File: config.mk
export PLATFORM = sky130hd
export DESIGN_NAME = mem_access_stage
export DESIGN_NICKNAME = d
export VERILOG_FILES = /design/src/rtl/mem_access_stage.sv
export SDC_FILE = /design/constraint.sdc
export NUM_CORES = 1
export LEC_CHECK = 0
export CORE_MARGIN = 2
export CORE_UTILIZATION = 47
export CTS_CLUSTER_DIAMETER = 30
export DETAILED_ROUTE_END_ITERATION = 8
export GPL_ROUTABILITY_DRIVEN = 0
export MAX_ROUTING_LAYER = met4
export PLACE_DENSITY = 0.95
export REMOVE_ABC_BUFFERS = 1
export SYNTH_ARGS = -nofsm -noshare
export SYNTH_HDL_FRONTEND = slang
export SYNTH_SLANG_ARGS = --single-unit
File: constraint.sdc
create_clock -name clk -period 3.9 [get_ports clk]
set_input_delay 0.39 -clock clk [delete_from_list [all_inputs] [get_ports clk]]
set_output_delay 0.39 -clock clk [all_outputs]
set_load 0.02 [all_outputs]
File: src/rtl/mem_access_stage.sv
// mem_access_stage
//   Memory stage and MEM/WB pipeline register of the hybrid ARM/MIPS pipeline.
//   A live EX/MEM instruction that touches memory issues a data-memory (D)
//   and/or parallel-memory (P) access over a req/ack handshake. The D access
//   always goes first. The upstream pipeline is stalled while an access is
//   outstanding. An access with no ack within TIMEOUT wait cycles is aborted,
//   and the instruction then retires without a register write.
//
// Ports
//   clk, rst_n                      clock, asynchronous active-low reset
//   ValidM, PCSrcM, RegWriteM,
//   IOFlagM, MemReadM, MemWriteM,
//   MemReadPM, MemToRegM, ALUOutM,
//   WriteDataM, RdM                 EX/MEM register contents (held while StallM)
//   DReq, DWe, DAddr, DWData        data-memory request side
//   DRData, DAck                    data-memory response side
//   PReq, PAddr                     P-memory request side
//   PRData, PAck                    P-memory response side
//   StallM                          hold IF..EX/MEM this cycle
//   MemErr                          one-cycle pulse after a timeout abort
//   PCSrcW .. RdW                   MEM/WB register to WriteBack
module mem_access_stage #(
   parameter int unsigned TIMEOUT = 16
) (
   input  logic        clk,
   input  logic        rst_n,
   input  logic        ValidM,
   input  logic        PCSrcM,
   input  logic        RegWriteM,
   input  logic        IOFlagM,
   input  logic        MemReadM,
   input  logic        MemWriteM,
   input  logic        MemReadPM,
   input  logic [1:0]  MemToRegM,
   input  logic [31:0] ALUOutM,
   input  logic [31:0] WriteDataM,
   input  logic [3:0]  RdM,
   output logic        DReq,
   output logic        DWe,
   output logic [31:0] DAddr,
   output logic [31:0] DWData,
   input  logic [31:0] DRData,
   input  logic        DAck,
   output logic        PReq,
   output logic [31:0] PAddr,
   input  logic [31:0] PRData,
   input  logic        PAck,
   output logic        StallM,
   output logic        MemErr,
   output logic        PCSrcW,
   output logic        RegWriteW,
   output logic        IOFlagW,
   output logic [1:0]  MemToRegW,
   output logic [31:0] ReadDataW,
   output logic [31:0] ReadDataPW,
   output logic [31:0] ALUOutW,
   output logic [3:0]  RdW
);

   localparam logic [7:0] LP_LIMIT = 8'(TIMEOUT - 1);

   typedef enum logic [1:0] {S_IDLE, S_DWAIT, S_PWAIT} state_t;

   state_t      r_state, w_state_nxt;
   logic [7:0]  r_cnt, w_cnt_nxt;
   logic [31:0] r_dcap, w_dcap_nxt;   // D read data held while the P access runs
   logic        w_dreq_nxt, w_dwe_nxt, w_preq_nxt, w_memerr_nxt;
   logic [31:0] w_daddr_nxt, w_dwdata_nxt, w_paddr_nxt;
   logic        w_stall, w_retire, w_kill, w_timeout;
   logic [31:0] w_rd_nxt, w_rdp_nxt;

   always_comb begin
      w_state_nxt  = r_state;
      w_cnt_nxt    = '0;
      w_dcap_nxt   = r_dcap;
      w_dreq_nxt   = DReq;
      w_dwe_nxt    = DWe;
      w_daddr_nxt  = DAddr;
      w_dwdata_nxt = DWData;
      w_preq_nxt   = PReq;
      w_paddr_nxt  = PAddr;
      w_memerr_nxt = 1'b0;
      w_stall      = 1'b0;
      w_retire     = 1'b0;
      w_kill       = 1'b0;
      w_rd_nxt     = '0;
      w_rdp_nxt    = '0;
      w_timeout    = (r_cnt == LP_LIMIT);
      case (r_state)
         S_IDLE: begin
            w_dcap_nxt = '0;
            if (ValidM) begin
               if (MemReadM || MemWriteM) begin
                  w_stall      = 1'b1;
                  w_state_nxt  = S_DWAIT;
                  w_dreq_nxt   = 1'b1;
                  w_dwe_nxt    = MemWriteM;
                  w_daddr_nxt  = ALUOutM;
                  w_dwdata_nxt = WriteDataM;
               end else if (MemReadPM) begin
                  w_stall     = 1'b1;
                  w_state_nxt = S_PWAIT;
                  w_preq_nxt  = 1'b1;
                  w_paddr_nxt = ALUOutM;
               end else begin
                  w_retire = 1'b1;
               end
            end
         end
         S_DWAIT: begin
            if (DAck) begin
               w_dreq_nxt = 1'b0;
               w_dwe_nxt  = 1'b0;
               w_dcap_nxt = MemReadM ? DRData : '0;
               if (MemReadPM) begin
                  w_stall     = 1'b1;
                  w_state_nxt = S_PWAIT;
                  w_preq_nxt  = 1'b1;
                  w_paddr_nxt = ALUOutM;
               end else begin
                  w_retire    = 1'b1;
                  w_rd_nxt    = MemReadM ? DRData : '0;
                  w_state_nxt = S_IDLE;
               end
            end else if (w_timeout) begin
               // Abort: release the stall so the instruction retires as a no-write.
               w_dreq_nxt   = 1'b0;
               w_dwe_nxt    = 1'b0;
               w_memerr_nxt = 1'b1;
               w_retire     = 1'b1;
               w_kill       = 1'b1;
               w_state_nxt  = S_IDLE;
            end else begin
               w_stall   = 1'b1;
               w_cnt_nxt = r_cnt + 8'd1;
            end
         end
         S_PWAIT: begin
            if (PAck) begin
               w_preq_nxt  = 1'b0;
               w_retire    = 1'b1;
               w_rd_nxt    = r_dcap;
               w_rdp_nxt   = PRData;
               w_state_nxt = S_IDLE;
            end else if (w_timeout) begin
               w_preq_nxt   = 1'b0;
               w_memerr_nxt = 1'b1;
               w_retire     = 1'b1;
               w_kill       = 1'b1;
               w_state_nxt  = S_IDLE;
            end else begin
               w_stall   = 1'b1;
               w_cnt_nxt = r_cnt + 8'd1;
            end
         end
         default: w_state_nxt = S_IDLE;
      endcase
   end

   // Reset forces the stall low even while a memory op sits in EX/MEM.
   assign StallM = w_stall & rst_n;

   always_ff @(posedge clk or negedge rst_n) begin
      if (!rst_n) begin
         r_state    <= S_IDLE;
         r_cnt      <= '0;
         r_dcap     <= '0;
         DReq       <= 1'b0;
         DWe        <= 1'b0;
         DAddr      <= '0;
         DWData     <= '0;
         PReq       <= 1'b0;
         PAddr      <= '0;
         MemErr     <= 1'b0;
         PCSrcW     <= 1'b0;
         RegWriteW  <= 1'b0;
         IOFlagW    <= 1'b0;
         MemToRegW  <= '0;
         ReadDataW  <= '0;
         ReadDataPW <= '0;
         ALUOutW    <= '0;
         RdW        <= '0;
      end else begin
         r_state <= w_state_nxt;
         r_cnt   <= w_cnt_nxt;
         r_dcap  <= w_dcap_nxt;
         DReq    <= w_dreq_nxt;
         DWe     <= w_dwe_nxt;
         DAddr   <= w_daddr_nxt;
         DWData  <= w_dwdata_nxt;
         PReq    <= w_preq_nxt;
         PAddr   <= w_paddr_nxt;
         MemErr  <= w_memerr_nxt;
         if (w_retire) begin
            PCSrcW     <= PCSrcM & ~w_kill;
            RegWriteW  <= RegWriteM & ~w_kill;
            IOFlagW    <= IOFlagM;
            MemToRegW  <= MemToRegM;
            ReadDataW  <= w_rd_nxt;
            ReadDataPW <= w_rdp_nxt;
            ALUOutW    <= ALUOutM;
            RdW        <= RdM;
         end else begin
            PCSrcW     <= 1'b0;
            RegWriteW  <= 1'b0;
            IOFlagW    <= 1'b0;
            MemToRegW  <= '0;
            ReadDataW  <= '0;
            ReadDataPW <= '0;
            ALUOutW    <= '0;
            RdW        <= '0;
         end
      end
   end

endmodule

==> results.toml <==
[finish]
final_util = 0.754
antenna_cells = 0
final_layout_size_suffix_gt1_frac = 0.172
n_fill_cell = 1125
final_cell_count_no_fill = 1372
area_delta_synth_final_pct = 58.5
layout.nets = 1220

[synth]
ys_seq_area_frac = 0.672
ys_seq_elements = 247
syn-mean-instance-area_um2 = 13.1
synth_top_area_cell = "dfrtp_1"
synthArstFlopShare = 1.00
synthFlopType = "dfrtp_1"
synth_top_area_frac = 0.672
synth_warnings = 0
syn_area_um2 = 9200
syn_inst = 700
synth_mux_area_frac = 0.120
synth_compound_area_frac = 0.0624
ys_top_cells_by_area = "dfrtp_1 (67%), mux2_2 (12%), and2_1 (5.2%)"
synth_top_family_by_area = "multiplexers"
synthAdderAreaFrac = 0.00680
yosys.area_share.simple = 0.114
synth_edf_count = 0
synth_xor_area_frac = 0.00571
synth_cell_types = 40

[critical_path]
cpLargestDelayFamily = "buffers and inverters"
setup.worst_path.start_class = "flip-flop"
path_max_fanout = 11
cp_cell_sequence = "inv_1, ha_1, a311oi_1, o22ai_1, and3b_1, clkdlybuf4s50_1"
crit_buf_inv = 2
cp_slowest_cell = "clkdlybuf4s50_1"
critPathMaxStageDelay_ns = 0.60
crit_arrival_ns = 2.66
crit_type = "flip-flop to output pin"
rrSetupSlack_ns = 1.23
end_kind = "output pin"
worstPathRequired_ns = 3.51

[sta]
worst_pin_slew_ns = 0.999
finClkSkew_ns = 0.00988
slew_headroom = 0.334
slew_viol_final = 0
hold_viol = 0
fmax_mhz = 328
whs_ns = 0.389
setup_viol = 0
rsz0062_at_grt = "no"
post-route-period-util = 0.782
min_period_ns = 3.05

[clocking]
cts.sinks = 247
cts_inserted_buffers = 47
cts-root-buf = "clkbuf_16"
clock_latency_ns = 0.51
clk_pin_slew_ns = 0.05
cts_tree = "built"
clock_path_buffers = 3
htree_num_levels = 2

[route]
wl_met2_mm = 13.8
wl_met3_mm = 2.14
drt-total-wl_mm = 26.4
dr.pass1.iters = 4
highest_layer = "met4"
drc_errors = 0
vias = 6860
via_per_inst = 5.00
wl_per_cell_um = 19.2
drt_iter0_markers = 304
m1WireLength_mm = 9.91
ant_nets = 0

[global_routing]
antenna_found_initial = 0
grt_max_degree = 137
grt_pass1_wl_mm = 39.9
grt_pass1_vias = 7231
grt_util_all_layers = 0.258
overflow = 0

[die]
die_w_um = 144
die_area_um2 = 20700
io_pins = 351
die_h_um = 144
start_util = 0.476
rows = 51
core_um2 = 19300

[run]
drv_cap = 0

[power]
p_leak_uw = 0.00637
power_density_nw_per_um2 = 806
ir_worst_vdd_v = 0.000378
finalPower_uw = 11800

[status]
status = "finished, final reports clean"

[placed_design]
dp_hpwl_mm = 16.5
place_inst = 1285
io_buffers = 350

[min_path]
min_path_type = "input pin to async pin"
[per-stage QoR]
step	setup WS (ns)	instance area, µm²	setup TNS [ns]
2_1_floorplan	-0.563	9040	-39.43
3_3_place_gp	1.20	13000	0
3_5_place_dp	1.13	13000	0
4_1_cts	0.851	14600	0
5_1_grt	0.748	14600	0
6_report	0.850	14600	0
[layer usage]
layer,vias to the layer above,global-route usage
met3,46,0.0710
met5,-,-
li1,3116,-
met1,3364,0.305
met2,334,0.433
met4,0,0.0774
[Yosys cell counts (all sizes together), types with 3 or more instances]
library cell	n
a31oi	3
nor2	43
xor2	4
and2	76
a22oi	32
clkbuf	31
dfrtp	247
nand2	73
ha	5
o21ai	37
nor2b	3
o2bb2ai	3
inv	5
buf	9
nand2b	3
and3	4
mux2	96
[cells in the final DEF, fill, tap and decap left out, types with 3 or more instances in the layout]
master,n
nor2b_1,3
nand2_1,73
a22oi_1,32
dfrtp_1,247
and2_1,76
clkbuf_8,8
mux2_2,96
clkinv_2,9
clkbuf_1,7
ha_1,5
nor2_1,42
clkbuf_16,49
inv_6,3
and3_1,4
o2bb2ai_1,3
nand2b_1,3
inv_1,5
clkdlybuf4s50_1,349
o21ai_0,37
clkinv_4,3
xor2_1,4
clkinvlp_4,4
bufinv_16,3
buf_4,8
[sequential cells by signal (all words and copies together), names as in the netlist]
| name | flops |
|---|---|
| MemToRegW | 2 |
| PAddr | 32 |
| RegWriteW | 1 |
| DWData | 32 |
| r_dcap | 32 |
| ALUOutW | 32 |
| DAddr | 32 |
| PCSrcW | 1 |
| IOFlagW | 1 |
| ReadDataW | 32 |
| MemErr | 1 |
| r_cnt | 8 |
| r_state | 2 |
| PReq | 1 |
| DWe | 1 |
| RdW | 4 |
| DReq | 1 |
| ReadDataPW | 32 |
[path summary, 6_finish.rpt]
kind | startpoint | end | cells after the start
worst max register to register | r_state[1] | ALUOutW[25] | 6
max in group asynchronous | rst_n | DWData[16] | 3
min in group clk | PRData[20] | ReadDataPW[20] | 2
worst min-delay path | rst_n | ReadDataW[10] | 2
worst max-delay path | r_state[1] | StallM | 6
worst min register to register | r_cnt[0] | r_cnt[0] | 1
[worst reg2reg max path, delay by kind of cell, from the launching register on]
| kind | cells | cell delay, ns |
|---|---|---|
| DFF | 1 | 0.41 |
| buffers and inverters | 1 | 0.10 |
| AOI/OAI and AO/OA | 2 | 0.98 |
| adders and majority gates | 1 | 0.32 |
| and+or+nand+nor | 2 | 0.80 |
[where the power goes]
part | leakage, µW | switching [µW] | internal [µW] | total (µW)
sequential | 0.00320 | 406 | 3310 | 3720
clock | 0.000774 | 1310 | 2640 | 3950
combinational | 0.00240 | 2140 | 1950 | 4090
[cell type report]
class | instances | area (µm²) | area share
timing repair buffer | 361 | 3620 | 0.248
clock inverter | 22 | 218 | 0.0149
inverter | 5 | 18.8 | 0.00129
tap | 265 | 332 | 0.0227
clock buffer | 64 | 1360 | 0.0934
multi-input combinational | 408 | 2850 | 0.196
sequential | 247 | 6180 | 0.424
[kinds of logic (layout without fill, tap and decap cells)]
logic type	count (synthesis)	count (layout)
buffers and inverters	45	452
muxes	98	98
and+or+nand+nor	212	212
AOI/OAI and AO/OA	87	87
adders and majority gates	5	5
DFF	247	247
xor gates and xnor gates	6	6
[repair_timing]
item | in CTS | in global routing
hold endpoints to repair | 58 | 0
setup buffers | 0 | 0
setup endpoints to repair | 0 | 0
gates resized for setup | 0 | 0
hold buffers | 1 | 0
(Power assumes the default switching activity.)
